--- src/rtl/cache_fill_if.sv ---
// Bundle of miss, memory and cache-array signals shared between the fill FSM
// and the cache/memory side that surrounds it.
interface cache_fill_if #(
  parameter int BLOCK_WORDS = 8
);
  localparam int OFF_W = $clog2(BLOCK_WORDS);

  logic             miss_detected;
  logic [15:0]      miss_address;
  logic             fsm_busy;
  logic             mem_read_en;
  logic [15:0]      memory_address;
  logic             memory_data_valid;
  logic [15:0]      memory_data;
  logic             write_data_array;
  logic [OFF_W-1:0] data_word_offset;
  logic [15:0]      data_array_data;
  logic             write_tag_array;
  logic [15:0]      fill_block_base;

  // Fill controller side
  modport master (
    input  miss_detected, miss_address, memory_data_valid, memory_data,
    output fsm_busy, mem_read_en, memory_address, write_data_array,
           data_word_offset, data_array_data, write_tag_array, fill_block_base
  );

  // Cache lookup / main memory / array side
  modport slave (
    output miss_detected, miss_address, memory_data_valid, memory_data,
    input  fsm_busy, mem_read_en, memory_address, write_data_array,
           data_word_offset, data_array_data, write_tag_array, fill_block_base
  );
endinterface

--- src/rtl/cache_fill_fsm.sv ---
// Cache miss fill controller: stalls the pipeline, issues one memory read per
// cycle for the whole block, streams returned words into the data array and
// writes the tag/valid entry together with the last word.
module cache_fill_fsm #(
  parameter int BLOCK_WORDS = 8,
  parameter int MEM_LATENCY = 4
) (
  input  logic          clk,
  input  logic          rst_n,
  cache_fill_if.master  bus
);
  localparam int OFF_W = $clog2(BLOCK_WORDS);
  localparam int CNT_W = OFF_W + 1;
  localparam logic [CNT_W-1:0] BW_C   = CNT_W'(BLOCK_WORDS);
  localparam logic [CNT_W-1:0] LAST_C = CNT_W'(BLOCK_WORDS - 1);
  // Byte offset bits inside one block (16-bit words, so one extra bit)
  localparam logic [15:0] BASE_MASK = 16'(2 * BLOCK_WORDS - 1);

  // The FSM only counts returned words, so latency is a legality check only
  if (BLOCK_WORDS < 2 || BLOCK_WORDS > 16 ||
      (BLOCK_WORDS & (BLOCK_WORDS - 1)) != 0) begin : g_bad_bw
    $error("BLOCK_WORDS must be a power of two in 2..16");
  end
  if (MEM_LATENCY < 1 || MEM_LATENCY > 8) begin : g_bad_lat
    $error("MEM_LATENCY must be in 1..8");
  end

  typedef enum logic {IDLE, FILL} state_t;

  state_t           state_q, state_d;
  logic [CNT_W-1:0] issue_q, issue_d;
  logic [CNT_W-1:0] recv_q,  recv_d;
  logic [15:0]      base_q,  base_d;
  logic [15:0]      addr_q,  addr_d;

  logic             busy;
  logic             rd_en;
  logic [15:0]      rd_addr;
  logic             wr_data;
  logic [OFF_W-1:0] wr_off;
  logic             wr_tag;

  // State, counters, latched block base and last issued address
  always_ff @(posedge clk or negedge rst_n) begin
    if (!rst_n) begin
      state_q <= IDLE;
      issue_q <= '0;
      recv_q  <= '0;
      base_q  <= '0;
      addr_q  <= '0;
    end else begin
      state_q <= state_d;
      issue_q <= issue_d;
      recv_q  <= recv_d;
      base_q  <= base_d;
      addr_q  <= addr_d;
    end
  end

  // Next state and outputs; everything is forced low while rst_n is held
  // so an aborted fill can never leak a write into the arrays
  always_comb begin
    state_d = state_q;
    issue_d = issue_q;
    recv_d  = recv_q;
    base_d  = base_q;
    addr_d  = addr_q;
    busy    = 1'b0;
    rd_en   = 1'b0;
    rd_addr = addr_q;
    wr_data = 1'b0;
    wr_off  = '0;
    wr_tag  = 1'b0;
    if (rst_n) begin
      case (state_q)
        IDLE: begin
          // Stall covers the miss cycle itself; first request goes out now
          busy = bus.miss_detected;
          if (bus.miss_detected) begin
            base_d  = bus.miss_address & ~BASE_MASK;
            rd_en   = 1'b1;
            rd_addr = base_d;
            addr_d  = base_d;
            issue_d = CNT_W'(1);
            recv_d  = '0;
            state_d = FILL;
          end
        end
        FILL: begin
          busy = 1'b1;
          if (issue_q < BW_C) begin
            rd_en   = 1'b1;
            rd_addr = base_q + {{(15 - CNT_W){1'b0}}, issue_q, 1'b0};
            addr_d  = rd_addr;
            issue_d = issue_q + 1'b1;
          end
          if (bus.memory_data_valid && (recv_q < BW_C)) begin
            wr_data = 1'b1;
            wr_off  = recv_q[OFF_W-1:0];
            recv_d  = recv_q + 1'b1;
            if (recv_q == LAST_C) begin
              wr_tag  = 1'b1;
              issue_d = '0;
              recv_d  = '0;
              state_d = IDLE;
            end
          end
        end
        default: state_d = IDLE;
      endcase
    end
  end

  assign bus.fsm_busy         = busy;
  assign bus.mem_read_en      = rd_en;
  assign bus.memory_address   = rd_addr;
  assign bus.write_data_array = wr_data;
  assign bus.data_word_offset = wr_off;
  assign bus.data_array_data  = bus.memory_data;
  assign bus.write_tag_array  = wr_tag;
  assign bus.fill_block_base  = base_q;
endmodule

--- src/flat_wrapper.sv ---
// flat-port wrapper written by rule: the top's interface ports become plain ports
module cache_fill_fsm_flat 
#(
  parameter int BLOCK_WORDS = 8,
  parameter int MEM_LATENCY = 4
)
  (clk, rst_n, bus_miss_detected, bus_miss_address, bus_memory_data_valid, bus_memory_data, bus_fsm_busy, bus_mem_read_en, bus_memory_address, bus_write_data_array, bus_data_word_offset, bus_data_array_data, bus_write_tag_array, bus_fill_block_base);
  cache_fill_if #(.BLOCK_WORDS(BLOCK_WORDS)) bus_i ();
  input  logic clk;
  input  logic rst_n;
  input wire logic [$bits(bus_i.miss_detected)-1:0] bus_miss_detected;
  input wire logic [$bits(bus_i.miss_address)-1:0] bus_miss_address;
  input wire logic [$bits(bus_i.memory_data_valid)-1:0] bus_memory_data_valid;
  input wire logic [$bits(bus_i.memory_data)-1:0] bus_memory_data;
  output wire logic [$bits(bus_i.fsm_busy)-1:0] bus_fsm_busy;
  output wire logic [$bits(bus_i.mem_read_en)-1:0] bus_mem_read_en;
  output wire logic [$bits(bus_i.memory_address)-1:0] bus_memory_address;
  output wire logic [$bits(bus_i.write_data_array)-1:0] bus_write_data_array;
  output wire logic [$bits(bus_i.data_word_offset)-1:0] bus_data_word_offset;
  output wire logic [$bits(bus_i.data_array_data)-1:0] bus_data_array_data;
  output wire logic [$bits(bus_i.write_tag_array)-1:0] bus_write_tag_array;
  output wire logic [$bits(bus_i.fill_block_base)-1:0] bus_fill_block_base;
  assign bus_i.miss_detected = bus_miss_detected;
  assign bus_i.miss_address = bus_miss_address;
  assign bus_i.memory_data_valid = bus_memory_data_valid;
  assign bus_i.memory_data = bus_memory_data;
  assign bus_fsm_busy = bus_i.fsm_busy;
  assign bus_mem_read_en = bus_i.mem_read_en;
  assign bus_memory_address = bus_i.memory_address;
  assign bus_write_data_array = bus_i.write_data_array;
  assign bus_data_word_offset = bus_i.data_word_offset;
  assign bus_data_array_data = bus_i.data_array_data;
  assign bus_write_tag_array = bus_i.write_tag_array;
  assign bus_fill_block_base = bus_i.fill_block_base;
  cache_fill_fsm #(.BLOCK_WORDS(BLOCK_WORDS), .MEM_LATENCY(MEM_LATENCY)) u_core (.clk(clk), .rst_n(rst_n), .bus(bus_i));
endmodule
--- config.mk ---
export PLATFORM = sky130hd
export DESIGN_NAME = cache_fill_fsm_flat
export DESIGN_NICKNAME = d
export VERILOG_FILES = /design/src/rtl/cache_fill_if.sv /design/src/rtl/cache_fill_fsm.sv /design/src/flat_wrapper.sv
export SDC_FILE = /design/constraint.sdc
export NUM_CORES = 1
export LEC_CHECK = 0
export BUFFER_PORTS_ARGS = -buffer_cell sky130_fd_sc_hd__buf_2
export CAP_MARGIN = 30
export CORE_UTILIZATION = 50
export CTS_CLUSTER_SIZE = 25
export DETAILED_ROUTE_END_ITERATION = 6
export PLACE_DENSITY_LB_ADDON = 0.15
export SLEW_MARGIN = 10
export SYNTH_ARGS = -nofsm -noshare
export SYNTH_HDL_FRONTEND = slang
export SYNTH_SLANG_ARGS = --single-unit
--- constraint.sdc ---
create_clock -name clk -period 2.3 [get_ports clk]
set_input_delay 0.345 -clock clk [delete_from_list [all_inputs] [get_ports clk]]
set_output_delay 0.345 -clock clk [all_outputs]
set_load 0.02 [all_outputs]
After elaboration in Yosys (flattened, before gate mapping)
Index checks and enable logic that the tools add are counted.
{ "classes": {"n_lt_le_gt_ge": 2, "n_mul": 0, "reduce_logical": 4, "shifts": 0, "n_bitwise": 1, "eq_ne": 3, "div_mod_pow": 0, "add_sub_neg": 3, "n_mux": 32} }
{ "ops": {"columns": ["cell", "n"], "rows": [
  ["$mux 16", 3],
  ["$pmux 16 s2", 1],
  ["$mux 4", 7],
  ["$add 16x5->16", 1],
  ["$pmux 4 s2", 2],
  ["$mux 1", 13],
  ["$mux 3", 3],
  ["$add 4x1->4 const B", 2],
  ["$lt 4x4->1 const B", 2],
  ["$pmux 1 s2", 3],
  ["$reduce_and 3->1", 2],
  ["$eq 4x3->1 const B", 1],
  ["$ne 2x2->1 const B", 2],
  ["$reduce_and 2->1", 1],
  ["$logic_and 1x1->1", 1],
  ["$not 1->1", 1]
]} }
{ "totals": {"memories": 0, "ram_bits": 0, "latch_bits": 0, "rom_bits": 0, "reg_bits": 37} }

Logic depth before layout (Yosys ltp)
{ "logic_depth": {"ltp_word": 5, "depth_mapped": 5} }

Worst setup path before layout
No wires, ideal clock.
{ "synth_timing": {"path_type": "register to output", "from": "reg u_core.state_q", "to": "out bus_memory_address[13]", "slack_ns": 0.635, "path_buffers": 0, "path_stages_with_launch": 5, "t_required_ns": 1.955, "arrival_time_ns": 1.320, "cell_sequence": "dfrtp_1 -> nor2b_1 -> o21ai_2 -> inv_2 -> o211ai_1"} }
{ "synth_between": {"elab_chain_len": 3} }
{ "synth_lines": {"columns": ["item", "line_no", "source"], "rows": [
  ["from (decl)", "cache_fill_fsm.sv:30", "state_t state_q, state_d;"],
  ["from (signal assigned)", "cache_fill_fsm.sv:52", "state_q <= state_d;"],
  ["$not 1->1", "cache_fill_fsm.sv:75", "case (state_q)"],
  ["$pmux 16 s2 *", "cache_fill_fsm.sv:75", null],
  ["$mux 16 *", "cache_fill_fsm.sv:74", "if (rst_n) begin"],
  ["to (decl)", "flat_wrapper.sv:17", "output wire logic [$bits(bus_i.memory_address)-1:0] bus_memory_address;"]
]} }
Mark *: on every way between the ends. The rest lies on a longest branch, timed or not.

Final worst setup path
{ "layout_timing": {"from": "reg u_core.state_q", "to": "out bus_memory_address[15]"} }
Same word-level chain as after synthesis.

==> results_dict.tcl <==
set metrics [dict create \
    worstSetupPathType "flip-flop to primary output" \
    post-route-period-util_pct 90.4 \
    seq_area_frac_synth_pct 48.7 \
    pin_count 91 \
    startpoint "u_core.state_q$_DFFE_PN0P_" \
    drtIter0Drc 91 \
    vias 1525 \
    cts-hold-fix-buffers 0 \
    die_y_um 63.7 \
    cpPeakStageDelay_ns 0.40 \
    track_usage_pct 21.5 \
    reg2reg_depth 4 \
    crit_path_start_kind "flip-flop" \
    ys_ff_latch 37 \
    worstSkewPairLatency_ns 0.29 \
    critical_path.cell_chain "nor2b_1 -> o21ai_2 -> inv_2 -> o221a_2 -> buf_2" \
    place_area_um2 2100 \
    cts_resized 0 \
    min-delay-path-class "primary input to asynchronous set/reset pin" \
    first_pass_iters 4 \
    area_growth_pct 15.8 \
    die_w_um 63.7 \
    cts.sinks 37 \
    stdcell_area_um2 2200 \
    post_cts_buffers 0 \
    synth_cells 202 \
    cap_violations 0 \
    cts_root_buf "clkbuf_8" \
    overflow 0 \
    outcome "complete, no violations" \
    start_util_pct 52.0 \
    dpl.hpwl_mm 2.92 \
    n_fill_cell 342 \
    fp-row-count 22 \
    endpoint_kind "primary output" \
    numCtsBuffers 5 \
    core_area_um2 3660 \
    final-max-slew-violation-count 0 \
    portBuffers 50 \
    crit_arrival_ns 1.73 \
    fin_skew_ns 0.00764 \
    pwr_density_cell_nw_per_um2 1390 \
    grt_first_pass_wirelength_mm 6.69 \
    htreeDepth 2 \
    wl_per_cell_um 13.7 \
    worstPathRequired_ns 1.96 \
    grt_max_degree 22 \
    drc_errors 0 \
    first_global_vias 1407 \
    min_period_ns 2.08 \
    n_antenna_cell 0 \
    worst_path_max_delay_cell "dfrtp_1" \
    rsz0062_at_grt "no" \
    crit_fanout 9 \
    yosysWarnings 0 \
    setup_viol_count_final 0 \
    dp_slack_ns 0.406 \
    critPathCapture "bus_memory_address[15]" \
    fmax_mhz 481 \
    via_per_inst 5.22 \
    stdcell_count 292 \
    cts_tree "done" \
    max-vdd-ir-drop_v 0.000807 \
    hold_ws_ns 0.0202 \
    wl_mm 3.99 \
    cts_max_path_buffers 2 \
    drive_gt1_share_pct 31.6 \
    syn_area_um2 1900 \
    antenna_found_initial 0 \
    reg2reg_slack_ns 0.87 \
    clkSlewWorstSetupHoldPaths_ns 0.08 \
    reg2reg_from "u_core.issue_q[3]$_DFFE_PN0P_" \
    gp_congestion 0.775 \
    hold_viol 0 \
    r2r-end "u_core.issue_q[2]$_DFFE_PN0P_" \
    power.leakage_nw 1.14 \
    finalSetupTns_ns 0 \
    worst_slack_ns 0.220 \
    fin_nets 281 \
    synth_area_per_cell_um2 9.42 \
    synth.distinct_cells 37 \
    mostFrequentLayoutCells "nand2_1 (50), buf_2 (50), dfrtp_1 (37)" \
    ant_nets 0 \
    die-area_um2 4060 \
    placed_cells 284 \
]
-- sequential cells by signal, summed over array words and instances, names as in the netlist --
register / flops
u_core.state_q: 1
u_core.addr_q: 16
u_core.issue_q: 4
u_core.recv_q: 4
u_core.bus.fill_block_base: 12
-- cell usage after synthesis --
master	n	area (um2)
nand2_1	50	188
dfrtp_1	37	926
buf_4	21	158
buf_2	8	40.0
inv_1	8	30.0
o211ai_1	8	60.1
a21oi_1	6	30.0
a31oi_1	5	31.3
nand2b_1	5	31.3
nor2b_1	5	31.3
a22o_1	4	35.0
and2_1	4	25.0
nor2_1	4	15.0
o21ai_0	4	20.0
nand3b_1	3	22.5
a22oi_1	2	15.0
and3_1	2	12.5
and3b_1	2	17.5
and4b_1	2	20.0
ha_1	2	25.0
inv_2	2	7.51
o2bb2ai_1	2	17.5
o31ai_1	2	15.0
a21oi_2	1	8.76
a221oi_2	1	15.0
a32oi_1	1	8.76
a41oi_1	1	8.76
conb_1	1	3.75
mux2_2	1	11.3
mux2i_1	1	10.0
nand2b_4	1	13.8
nor3_1	1	5.00
o21a_1	1	7.51
o21ai_2	1	8.76
o221a_2	1	11.3
o22ai_1	1	6.26
or4_4	1	11.3
-- cells by family after synthesis --
family / count (synthesis) / share of synthesized area (%)
adder cells (fa/ha/maj): 2 / 1.31
flip-flops: 37 / 48.7
AO/OA/AOI/OAI: 41 / 15.7
buffers and inverters: 39 / 12.4
other: 1 / 0.197
AND/OR/NAND/NOR: 80 / 20.6
multiplexers: 2 / 1.12
-- per-stage QoR --
step | util, % | total power [mW]
4_1_cts | 60.2 | 3.08
2_1_floorplan | - | 2.16
5_1_grt | 60.2 | 3.29
3_3_place_gp | 57.4 | 2.56
3_5_place_dp | 57.4 | 2.59
6_report | 60.2 | 3.06
-- worst max-delay path: cells and delay by family (launching register included) --
kind,cells,cell delay (ns)
AOI/OAI and AO/OA,2,0.57
and+or+nand+nor,1,0.16
DFF,1,0.40
buffers and inverters,2,0.31
-- final cells by class --
| type | instances | area (um2) | share of cell area [%] |
|---|---|---|---|
| clock buffer | 7 | 96.3 | 4.37 |
| clock inverter | 1 | 5.00 | 0.227 |
| inverter | 10 | 37.5 | 1.70 |
| multi-input combinational | 129 | 753 | 34.2 |
| sequential | 37 | 926 | 42.0 |
| tap | 48 | 60.1 | 2.73 |
| timing repair buffer | 60 | 325 | 14.8 |
-- report_power, final --
group          switching [mW]  internal [mW]
clock network           0.225          0.271
registers               0.192          0.936
logic                   0.874          0.562
total                    1.29           1.77
-- metal layers --
metal | GRT usage [%] | part of all wire (%) | vias to the layer above
met4 | 11.1 | 2.5 | 0
met5 | 0 | 0 | -
met1 | 29.2 | 46 | 708
met3 | 5.07 | 6.2 | 14
met2 | 31.8 | 46 | 53
li1 | - | - | 750
-- worst min-delay path by stage --
stage | to | slack, ns
final | u_core.issue_q[1]$_DFFE_PN0P_ | 0.02
after global routing | u_core.state_q$_DFFE_PN0P_ | 0.02
after CTS | u_core.state_q$_DFFE_PN0P_ | 0.02
after detailed placement | u_core.issue_q[0]$_DFFE_PN0P_ | 0.33
after global placement | u_core.issue_q[0]$_DFFE_PN0P_ | 0.33
after floorplan | u_core.addr_q[0]$_DFF_PN0_ | 0.05
No activity file was read; power rests on OpenSTA's default activity.
